## src/rtl/dbus_rr_arbiter_pkg.sv

```systemverilog
// Shared types and sizing for the CPU dbus round-robin arbiter.
// Requester count and bus widths live here so the arbiter and its picker agree.
package dbus_rr_arbiter_pkg;

  localparam int N_CPU     = 3;
  localparam int DBUS_AW   = 32;
  localparam int DBUS_DW   = 32;
  localparam int DBUS_ISEL = 4;
  localparam int ARB_IDX_W = (N_CPU > 1) ? $clog2(N_CPU) : 1;

  typedef enum logic [1:0] {ARB_IDLE, ARB_BUSY, ARB_RESP, ARB_TURN} arb_state_e;

  function automatic logic [N_CPU-1:0] idx_onehot(input logic [ARB_IDX_W-1:0] idx);
    return {{(N_CPU-1){1'b0}}, 1'b1} << idx;
  endfunction

endpackage

```

## src/rtl/rr_grant_picker.sv

```systemverilog
// Combinational round-robin pick: first set request at or above ptr, wrapping.
// Doubles the request vector so the rotate is a plain right shift.
module rr_grant_picker
  import dbus_rr_arbiter_pkg::*;
(
  input  logic [N_CPU-1:0]     req,
  input  logic [ARB_IDX_W-1:0] ptr,
  output logic                 valid,
  output logic [ARB_IDX_W-1:0] idx
);

  logic [2*N_CPU-1:0] req_dbl;
  logic [N_CPU-1:0]   req_rot;

  assign req_dbl = {req, req};

  always_comb begin
    int sum;
    req_rot = N_CPU'(req_dbl >> ptr);
    valid   = 1'b0;
    idx     = '0;
    sum     = 0;
    // Walk downward so the lowest rotated position (closest to ptr) wins.
    for (int i = N_CPU - 1; i >= 0; i--) begin
      if (req_rot[i]) begin
        valid = 1'b1;
        sum   = int'(ptr) + i;
        if (sum >= N_CPU) sum = sum - N_CPU;
        idx   = ARB_IDX_W'(sum);
      end
    end
  end

endmodule

```

## src/rtl/dbus_rr_arbiter.sv

```systemverilog
// Round-robin arbiter sharing one downstream dbus port among N_CPU requesters.
// Optional ack deadline enabled by defining DBUS_ARB_TIMEOUT_EN (adds timeout_o).
//
//   state    | meaning
//   ARB_IDLE | pick eligible requester, capture its command
//   ARB_BUSY | downstream request held, waiting for ack_s2arb
//   ARB_RESP | ack pulse to the granted CPU, advance rr_ptr
//   ARB_TURN | turnaround gap, no new grant
module dbus_rr_arbiter
  import dbus_rr_arbiter_pkg::*;
#(
  parameter int TURNAROUND     = 2,
  parameter int TIMEOUT_CYCLES = 64
) (
  input  logic                       clk,
  input  logic                       reset,
  input  logic [N_CPU-1:0]           req_m2arb,
  input  logic [N_CPU*DBUS_AW-1:0]   adr_m2arb_flat,
  input  logic [N_CPU*DBUS_DW-1:0]   dat_m2arb_flat,
  input  logic [N_CPU-1:0]           we_m2arb,
  input  logic [N_CPU*DBUS_ISEL-1:0] sel_m2arb_flat,
  output logic [N_CPU*DBUS_DW-1:0]   dat_arb2m_flat,
  output logic [N_CPU-1:0]           ack_arb2m,
  output logic                       req_arb2s,
  output logic [DBUS_AW-1:0]         adr_arb2s,
  output logic [DBUS_DW-1:0]         dat_arb2s,
  output logic                       we_arb2s,
  output logic [DBUS_ISEL-1:0]       sel_arb2s,
`ifdef DBUS_ARB_TIMEOUT_EN
  output logic                       timeout_o,
`endif
  input  logic                       ack_s2arb,
  input  logic [DBUS_DW-1:0]         dat_s2arb
);

  localparam int TURN_W = (TURNAROUND > 1) ? $clog2(TURNAROUND) : 1;

  arb_state_e           state_q, state_d;
  logic [ARB_IDX_W-1:0] rr_ptr;
  logic [ARB_IDX_W-1:0] gnt_idx;
  logic [ARB_IDX_W-1:0] pick_idx;
  logic                 pick_valid;
  logic [N_CPU-1:0]     mask;
  logic [N_CPU-1:0]     eligible;
  logic [TURN_W-1:0]    turn_cnt;
  logic                 grant_go;
  logic                 xfer_done;
  logic                 xfer_timeout;
  logic                 to_expired;

  assign eligible = req_m2arb & ~mask;

  rr_grant_picker u_picker (
    .req   (eligible),
    .ptr   (rr_ptr),
    .valid (pick_valid),
    .idx   (pick_idx)
  );

`ifdef DBUS_ARB_TIMEOUT_EN
  localparam int TO_W = $clog2(TIMEOUT_CYCLES + 1);
  logic [TO_W-1:0] to_cnt;

  // Fires on the edge where the BUSY count would reach TIMEOUT_CYCLES.
  assign to_expired = (to_cnt == TO_W'(TIMEOUT_CYCLES - 1));

  always_ff @(posedge clk) begin
    if (reset) begin
      to_cnt    <= '0;
      timeout_o <= 1'b0;
    end else begin
      timeout_o <= xfer_timeout;
      if (state_q == ARB_BUSY) to_cnt <= to_cnt + 1'b1;
      else                     to_cnt <= '0;
    end
  end
`else
  assign to_expired = 1'b0;
`endif

  always_ff @(posedge clk) begin
    if (reset) state_q <= ARB_IDLE;
    else       state_q <= state_d;
  end

  always_comb begin
    state_d      = state_q;
    grant_go     = 1'b0;
    xfer_done    = 1'b0;
    xfer_timeout = 1'b0;
    case (state_q)
      ARB_IDLE: begin
        if (pick_valid) begin
          grant_go = 1'b1;
          state_d  = ARB_BUSY;
        end
      end
      ARB_BUSY: begin
        // A real ack on the expiry cycle takes precedence over the timeout.
        if (ack_s2arb) begin
          xfer_done = 1'b1;
          state_d   = ARB_RESP;
        end else if (to_expired) begin
          xfer_timeout = 1'b1;
          state_d      = ARB_RESP;
        end
      end
      ARB_RESP: state_d = ARB_TURN;
      ARB_TURN: begin
        if (turn_cnt == '0) state_d = ARB_IDLE;
      end
      default: state_d = ARB_IDLE;
    endcase
  end

  always_ff @(posedge clk) begin
    if (reset) begin
      rr_ptr         <= '0;
      gnt_idx        <= '0;
      mask           <= '0;
      turn_cnt       <= '0;
      req_arb2s      <= 1'b0;
      adr_arb2s      <= '0;
      dat_arb2s      <= '0;
      we_arb2s       <= 1'b0;
      sel_arb2s      <= '0;
      ack_arb2m      <= '0;
      dat_arb2m_flat <= '0;
    end else begin
      ack_arb2m <= '0;
      if (grant_go) begin
        req_arb2s <= 1'b1;
        gnt_idx   <= pick_idx;
        adr_arb2s <= adr_m2arb_flat[int'(pick_idx)*DBUS_AW +: DBUS_AW];
        dat_arb2s <= dat_m2arb_flat[int'(pick_idx)*DBUS_DW +: DBUS_DW];
        we_arb2s  <= we_m2arb[pick_idx];
        sel_arb2s <= sel_m2arb_flat[int'(pick_idx)*DBUS_ISEL +: DBUS_ISEL];
      end
      if (xfer_done || xfer_timeout) begin
        req_arb2s <= 1'b0;
        ack_arb2m <= idx_onehot(gnt_idx);
        dat_arb2m_flat[int'(gnt_idx)*DBUS_DW +: DBUS_DW] <= xfer_done ? dat_s2arb : '0;
      end
      if (state_q == ARB_RESP) begin
        rr_ptr   <= (gnt_idx == ARB_IDX_W'(N_CPU - 1)) ? '0 : gnt_idx + 1'b1;
        mask     <= idx_onehot(gnt_idx);
        turn_cnt <= TURN_W'(TURNAROUND - 1);
      end
      if (state_q == ARB_TURN) begin
        if (turn_cnt == '0) mask <= '0;
        else                turn_cnt <= turn_cnt - 1'b1;
      end
    end
  end

endmodule

```

## config.mk

```make
export PLATFORM = sky130hd
export DESIGN_NAME = dbus_rr_arbiter
export DESIGN_NICKNAME = d
export VERILOG_FILES = /design/src/rtl/dbus_rr_arbiter_pkg.sv /design/src/rtl/rr_grant_picker.sv /design/src/rtl/dbus_rr_arbiter.sv
export SDC_FILE = /design/constraint.sdc
export NUM_CORES = 1
export LEC_CHECK = 0
export ABC_CLOCK_PERIOD_IN_PS = 3540
export CORE_AREA = 2 2 161 163
export DETAILED_ROUTE_END_ITERATION = 12
export DIE_AREA = 0 0 163 165
export PLACE_DENSITY = 0.66
export REMOVE_ABC_BUFFERS = 1
export SLEW_MARGIN = 20
export SYNTH_ARGS = -nofsm -noshare
export SYNTH_HDL_FRONTEND = slang
export SYNTH_SLANG_ARGS = --single-unit
```

## constraint.sdc

```tcl
create_clock -name clk -period 3.54 [get_ports clk]
set_input_delay 0.708 -clock clk [delete_from_list [all_inputs] [get_ports clk]]
set_output_delay 0.708 -clock clk [all_outputs]
set_load 0.01 [all_outputs]
```

---- After elaboration in Yosys (flattened, before gate mapping) ----
Cells that the tools add are included.
cells by class
  eq/ne operators ......................... 7
  reduce and logical (&&, ||, !) cells .... 4
  bitwise operators ....................... 3
  magnitude comparators ................... 4
  shifts and indexed selects .............. 7
  add/subtract/negate cells ............... 8
  multiplexer cells ....................... 28
operators with widths
  kind                        number
  $shiftx A96 B8 Y32          2
  $bwmux W96                  1
  $shift A32 B33 Y96 const A  1
  $shiftx A32 B33 Y96         1
  $neg A7 Y33                 1
  $mux W32                    1
  $mux W2                     10
  $shiftx A12 B5 Y4           1
  $mux W1                     11
  $mux W3                     3
  $pmux W2 S4                 1
  $eq A2 B2 Y1 const B        3
  $ge A3 B2 Y1 const B        2
  $ne A2 B2 Y1 const B        3
  $shr A6 B2 Y3               1
  $reduce_or A2 Y1            2
  $sub A2 B1 Y2 const B       2
  $add A2 B1 Y3 const B       1
  $add A2 B2 Y3 const B       1
  $and A3 B3 Y3               1
  $lt A2 B3 Y1 const B        1
  $not A3 Y3                  1
  $reduce_and A3 Y1           1
  $shl A1 B2 Y3 const A       1
  other kinds (8)             8
word-level totals
  input port bits ......................... 245
  output and inout bits ................... 169
  register bits after elaboration ......... 179
  logic and storage cells ................. 73

---- Depth between registers and ports, before layout ----
  word-level depth ........................ 8
  gate-level depth with buffers ........... 11
  depth with buffers taken out ............ 8

---- By module ----
A second synthesis with hierarchy kept.
second synthesis, totals
  cells, all modules ...................... 766
  area total of the unflattened synthesis .. 7937.6 sq um
by module, submodules not included
  module           sequential area each (sq um)  area an instance (sq um)  instances  cells each
  dbus_rr_arbiter  3583.4                        7663.6                    1          729
  rr_grant_picker  0.0                           274.0                     1          37

---- Worst setup path after synthesis ----
OpenSTA, ideal clock, no wires.
  path kind ............................... input to register
  start point ............................. input req_m2arb[0]
  end point ............................... register dat_arb2s[11]
  data arrival time ....................... 2097 ps
  setup time .............................. 128 ps
  stages .................................. 8
  required time ........................... 3412 ps
  buffers on the path ..................... 2
  slack ................................... 1315 ps
  cell sequence ........................... or3b_1 > a21oi_1 > a211oi_1 > a21oi_2 > buf_6 > buf_6 > mux2i_1 > o221ai_2
on the way
  longest elaborated chain between the ends .. 7
  elaborated cells between the ends (all ways) .. 11
  those cells by class .................... shift: 2; mux: 8; bitwise: 1
ends and longest elaborated chain
  what                                                        RTL line                text
  start, declared                                             dbus_rr_arbiter.sv:17   input logic [N_CPU-1:0] req_m2arb,
  $and A3 B3 Y3 *                                             dbus_rr_arbiter.sv:51   assign eligible = req_m2arb & ~mask;
  $shr A6 B2 Y3 *                                             rr_grant_picker.sv:19   req_rot = N_CPU'(req_dbl >> ptr);
  branches (longest 5 deep; another with $shiftx A96 B8 Y32)  n/a
  end signal, assigned                                        dbus_rr_arbiter.sv:135  dat_arb2s <= dat_m2arb_flat[int'(pick_idx)*DBUS_DW +: DBUS_DW];
  end, declared                                               dbus_rr_arbiter.sv:26   output logic [DBUS_DW-1:0] dat_arb2s,
Mark *: on every way between the ends.
A chain may end at the register's enable or synchronous reset.

---- Worst setup path in the final report ----
  start point ............................. input req_m2arb[0]
  end point ............................... register dat_arb2s[26]
Same word-level chain as after synthesis.

==> run_results.csv <==
group,metric,value,unit
placed_design,dp.final_hpwl,21.1,mm
global_routing,antenna_found_initial,2,
clock_network,holdBufCountCts,0,
detailed_routing,ant_nets,0,
power,internal_power,4.98,mW
timing,max_slew_margin,36.5,%
detailed_routing,via_per_inst,4.86,
power,switching_share,36.2,%
critical_path,r2r_start,"rr_ptr[0]$_SDFFE_PP0N_",
floorplanning,start_util,31.7,%
clock_network,cts.clk_slew.worst_paths,0.07,ns
min_path,hold_class,"reg -> reg",
yosys,synth_top_cell_by_area,"dfxtp_1",
cells_and_area,final_nets,1452,
timing,skew,0.0160,ns
cells_and_area,synthToLayoutAreaGrowth,63.9,%
timing,hold_slack,0.465,ns
placed_design,gp_congestion,0.835,
detailed_routing,drc_errors,0,
detailed_routing,first_pass_iters,5,
critical_path,cp_data_required_time,3.84,ns
detailed_routing,totalWireLength,28.7,mm
timing,hold_violations,0,
yosys,synth_top_area_share,45.2,%
power,power_density,600,mW/mm²
clock_network,cts_tree,"built",
power,clockPowerShare,25.1,%
yosys,ys_ff_latch,179,
yosys,async_flop_share,0,%
global_routing,grt_pass1_wl,42.9,mm
yosys,seq_area_frac_synth,45.2,%
floorplanning,dieArea,0.0269,mm²
cells_and_area,drive_gt1_share,10.3,%
cells_and_area,final_cell_area,0.0130,mm²
critical_path,r2r-end,"dat_arb2s[26]$_SDFFE_PP0P_",
critical_path,rr_worst_depth,9,
yosys,synthXorXnorAreaFrac,0,%
critical_path,crit_chain,"clkdlybuf4s50_1 > or3b_1 > a21oi_1 > a211oi_1 > a21oi_4 > buf_12 > buf_4 > mux2i_1 > o221ai_2",
clock_network,cts_root_buf,"clkbuf_16",
yosys,yosys_warnings,0,
critical_path,endpoint_kind,"flop",
placed_design,portBuffers,413,
outcome,outcome,"finished, final reports clean",
clock_network,cts_sinks,179,
placed_design,dpl_cell_area,0.0124,mm²
power,max-vdd-ir-drop,0.330,mV
yosys,avgSynthCellArea,9.85,µm²
clock_network,htree_levels,4,
timing,worstMarginPinSlew,0.953,ns
yosys,synth_edf_count,0,
floorplanning,coreArea,0.0250,mm²
yosys,synth.most_common_cell,"dfxtp_1",
yosys,synth-compound-area-share,23.5,%
floorplanning,ios,414,
floorplanning,rows,58,
critical_path,critPathLaunchType,"primary input",
clock_network,cts_made_buffers,17,
critical_path,critPathKind,"in -> reg",
power,power.switching,2.83,mW
yosys,synth_common_cells,"dfxtp_1, nor2_1, a22oi_1",
detailed_routing,vias,7483,
clock_network,cts_buffer_depth,2,
yosys,synth_cell_types,38,
detailed_routing,detail_route.wl_per_cell,18.6,µm
yosys,synth_top_family_by_area,"compound AO/OA/AOI/OAI gates",
run,drv_cap,0,
timing,maxSlewViolCount,0,
yosys,synthMuxAreaShare,9.46,%
yosys,synth_area_leaders,"dfxtp_1, o221ai_2, mux2i_1",
power,pwr-share-comb,42.3,%
power,pwr-share-seq,32.6,%
critical_path,critical_path.max_stage_delay,0.54,ns
timing,min_period,2.78,ns
global_routing,first_global_vias,7552,
timing,finalSetupViolCount,0,
critical_path,r2r_slack,0.90,ns
timing,rsz0062_at_grt,"no",
clock_network,cts_setup_buffers,0,
yosys,synth_area,0.00794,mm²
detailed_routing,first_iter_violations,444,
cells_and_area,fillers,2284,
timing,post-route-period-util,78.6,%
yosys,synthAdderAreaFrac,1.89,%
timing,max_freq,359,MHz
global_routing,grt_max_degree,94,
clock_network,ctsResizeCount,0,
yosys,synth-main-ff-cell,"dfxtp_1",
min_path,min-delay-start,"dat_arb2s[23]$_SDFFE_PP0P_",
min_path,hold_depth,2,
global_routing,grt_use_total,20.7,%
floorplanning,chipHeight,165,µm
global_routing,grt_remaining_overflow,0,
yosys,yosys.area_share.simple,11.6,%
floorplanning,die_x,163,µm
critical_path,cp_slowest_cell,"clkdlybuf4s50_1",
yosys,synth_cells,806,
critical_path,arrival,3.08,ns
min_path,holdPathEnd,"dat_arb2s[23]$_SDFFE_PP0P_",
clock_network,worst_skew_pair.late_latency,0.43,ns
critical_path,crit_path_max_fanout,34,
power,p_leak,4.95,nW
==> kinds of logic (layout without fill, tap and decap cells) <==
family | Yosys count | after routing
AOI/OAI and AO/OA | 189 | 189
adders and majority gates | 12 | 12
buffers and inverters | 140 | 542
DFF | 179 | 179
muxes | 75 | 75
other | 0 | 1
and+or+nand+nor | 211 | 211
==> power by group through the flow <==
stage	clock (mW)	sequential, mW	combinational [mW]
floorplan	0	2.68	1.76
global placement	0	2.58	3.29
detailed placement	0	2.58	3.33
CTS	2.02	2.55	3.34
global route	2.09	2.59	3.54
finish	1.96	2.55	3.30
==> flip-flops by register name, summed over array words and instances, names as in the netlist, named ones only <==
name	count
dat_arb2m_flat	96
adr_arb2s	32
dat_arb2s	32
sel_arb2s	4
ack_arb2m	3
mask	3
gnt_idx	2
rr_ptr	2
state_q	2
req_arb2s	1
we_arb2s	1
==> worst max path at each step <==
stage	endpoint	cells after the start	startpoint	slack (ns)
CTS	adr_arb2s[10]$_SDFFE_PP0P_	8	req_m2arb[0]	0.76
global route	dat_arb2s[1]$_SDFFE_PP0P_	9	req_m2arb[1]	0.60
finish	dat_arb2s[26]$_SDFFE_PP0P_	9	req_m2arb[0]	0.76
detailed placement	adr_arb2s[10]$_SDFFE_PP0P_	9	req_m2arb[0]	0.30
floorplan	adr_arb2s[2]$_SDFFE_PP0P_	6	req_m2arb[0]	-1.15
global placement	adr_arb2s[1]$_SDFFE_PP0P_	9	req_m2arb[0]	0.34
==> critical path, delay by kind of cell <==
kind,cells,cell delay [ns]
simple gates,1,0.36
buf+inv,3,1.13
mux,1,0.25
compound gates,4,0.61
==> per-layer routing <==
layer,wire [µm],up-vias,GRT usage [%]
met3,2280,54,7.08
met1,11600,3522,24.3
met2,14000,269,34.8
met5,13,-,0
met4,772,2,7.92
li1,-,3636,-
==> cells in the final DEF (no fill, tap or decap), types with 4 or more instances in the layout <==
| cell type | netlist | routed |
|---|---|---|
| clkdlybuf4s50_1 | 0 | 412 |
| dfxtp_1 | 179 | 179 |
| nor2_1 | 106 | 106 |
| a22oi_1 | 97 | 97 |
| inv_1 | 78 | 78 |
| mux2i_1 | 75 | 75 |
| nand2_1 | 74 | 74 |
| o221ai_2 | 60 | 60 |
| clkbuf_16 | 0 | 17 |
| buf_4 | 3 | 14 |
| ha_1 | 12 | 12 |
| o221ai_1 | 9 | 9 |
| nand2b_1 | 7 | 6 |
| a21oi_1 | 7 | 6 |
| a211oi_1 | 6 | 6 |
| clkinv_8 | 0 | 6 |
| buf_12 | 0 | 6 |
| nand3b_1 | 4 | 4 |
| nor3b_1 | 4 | 4 |
==> metrics by stage <==
step | TNS [ns] | instances | power (mW) | setup slack [ns] | util, %
2_1_floorplan | -98.62 | 744 | 4.44 | -1.15 | -
6_report | 0 | 1539 | 7.81 | 0.758 | 51.9
5_1_grt | 0 | 1539 | 8.22 | 0.604 | 51.9
3_5_place_dp | 0 | 1506 | 5.91 | 0.299 | 49.4
3_3_place_gp | 0 | 1506 | 5.87 | 0.339 | 49.4
4_1_cts | 0 | 1538 | 7.90 | 0.758 | 51.9
==> cell type report <==
cell class / instances / area (µm²) / share of cell area [%]
tap: 330 / 413 / 3.18
sequential: 179 / 3580 / 27.6
multi-input combinational: 487 / 3740 / 28.8
clock inverter: 15 / 199 / 1.53
timing repair buffer: 432 / 4350 / 33.4
inverter: 78 / 293 / 2.25
clock buffer: 17 / 425 / 3.27
antenna: 1 / 2.50 / 0.0192
Note: power is estimated with default switching activity, not from simulation.
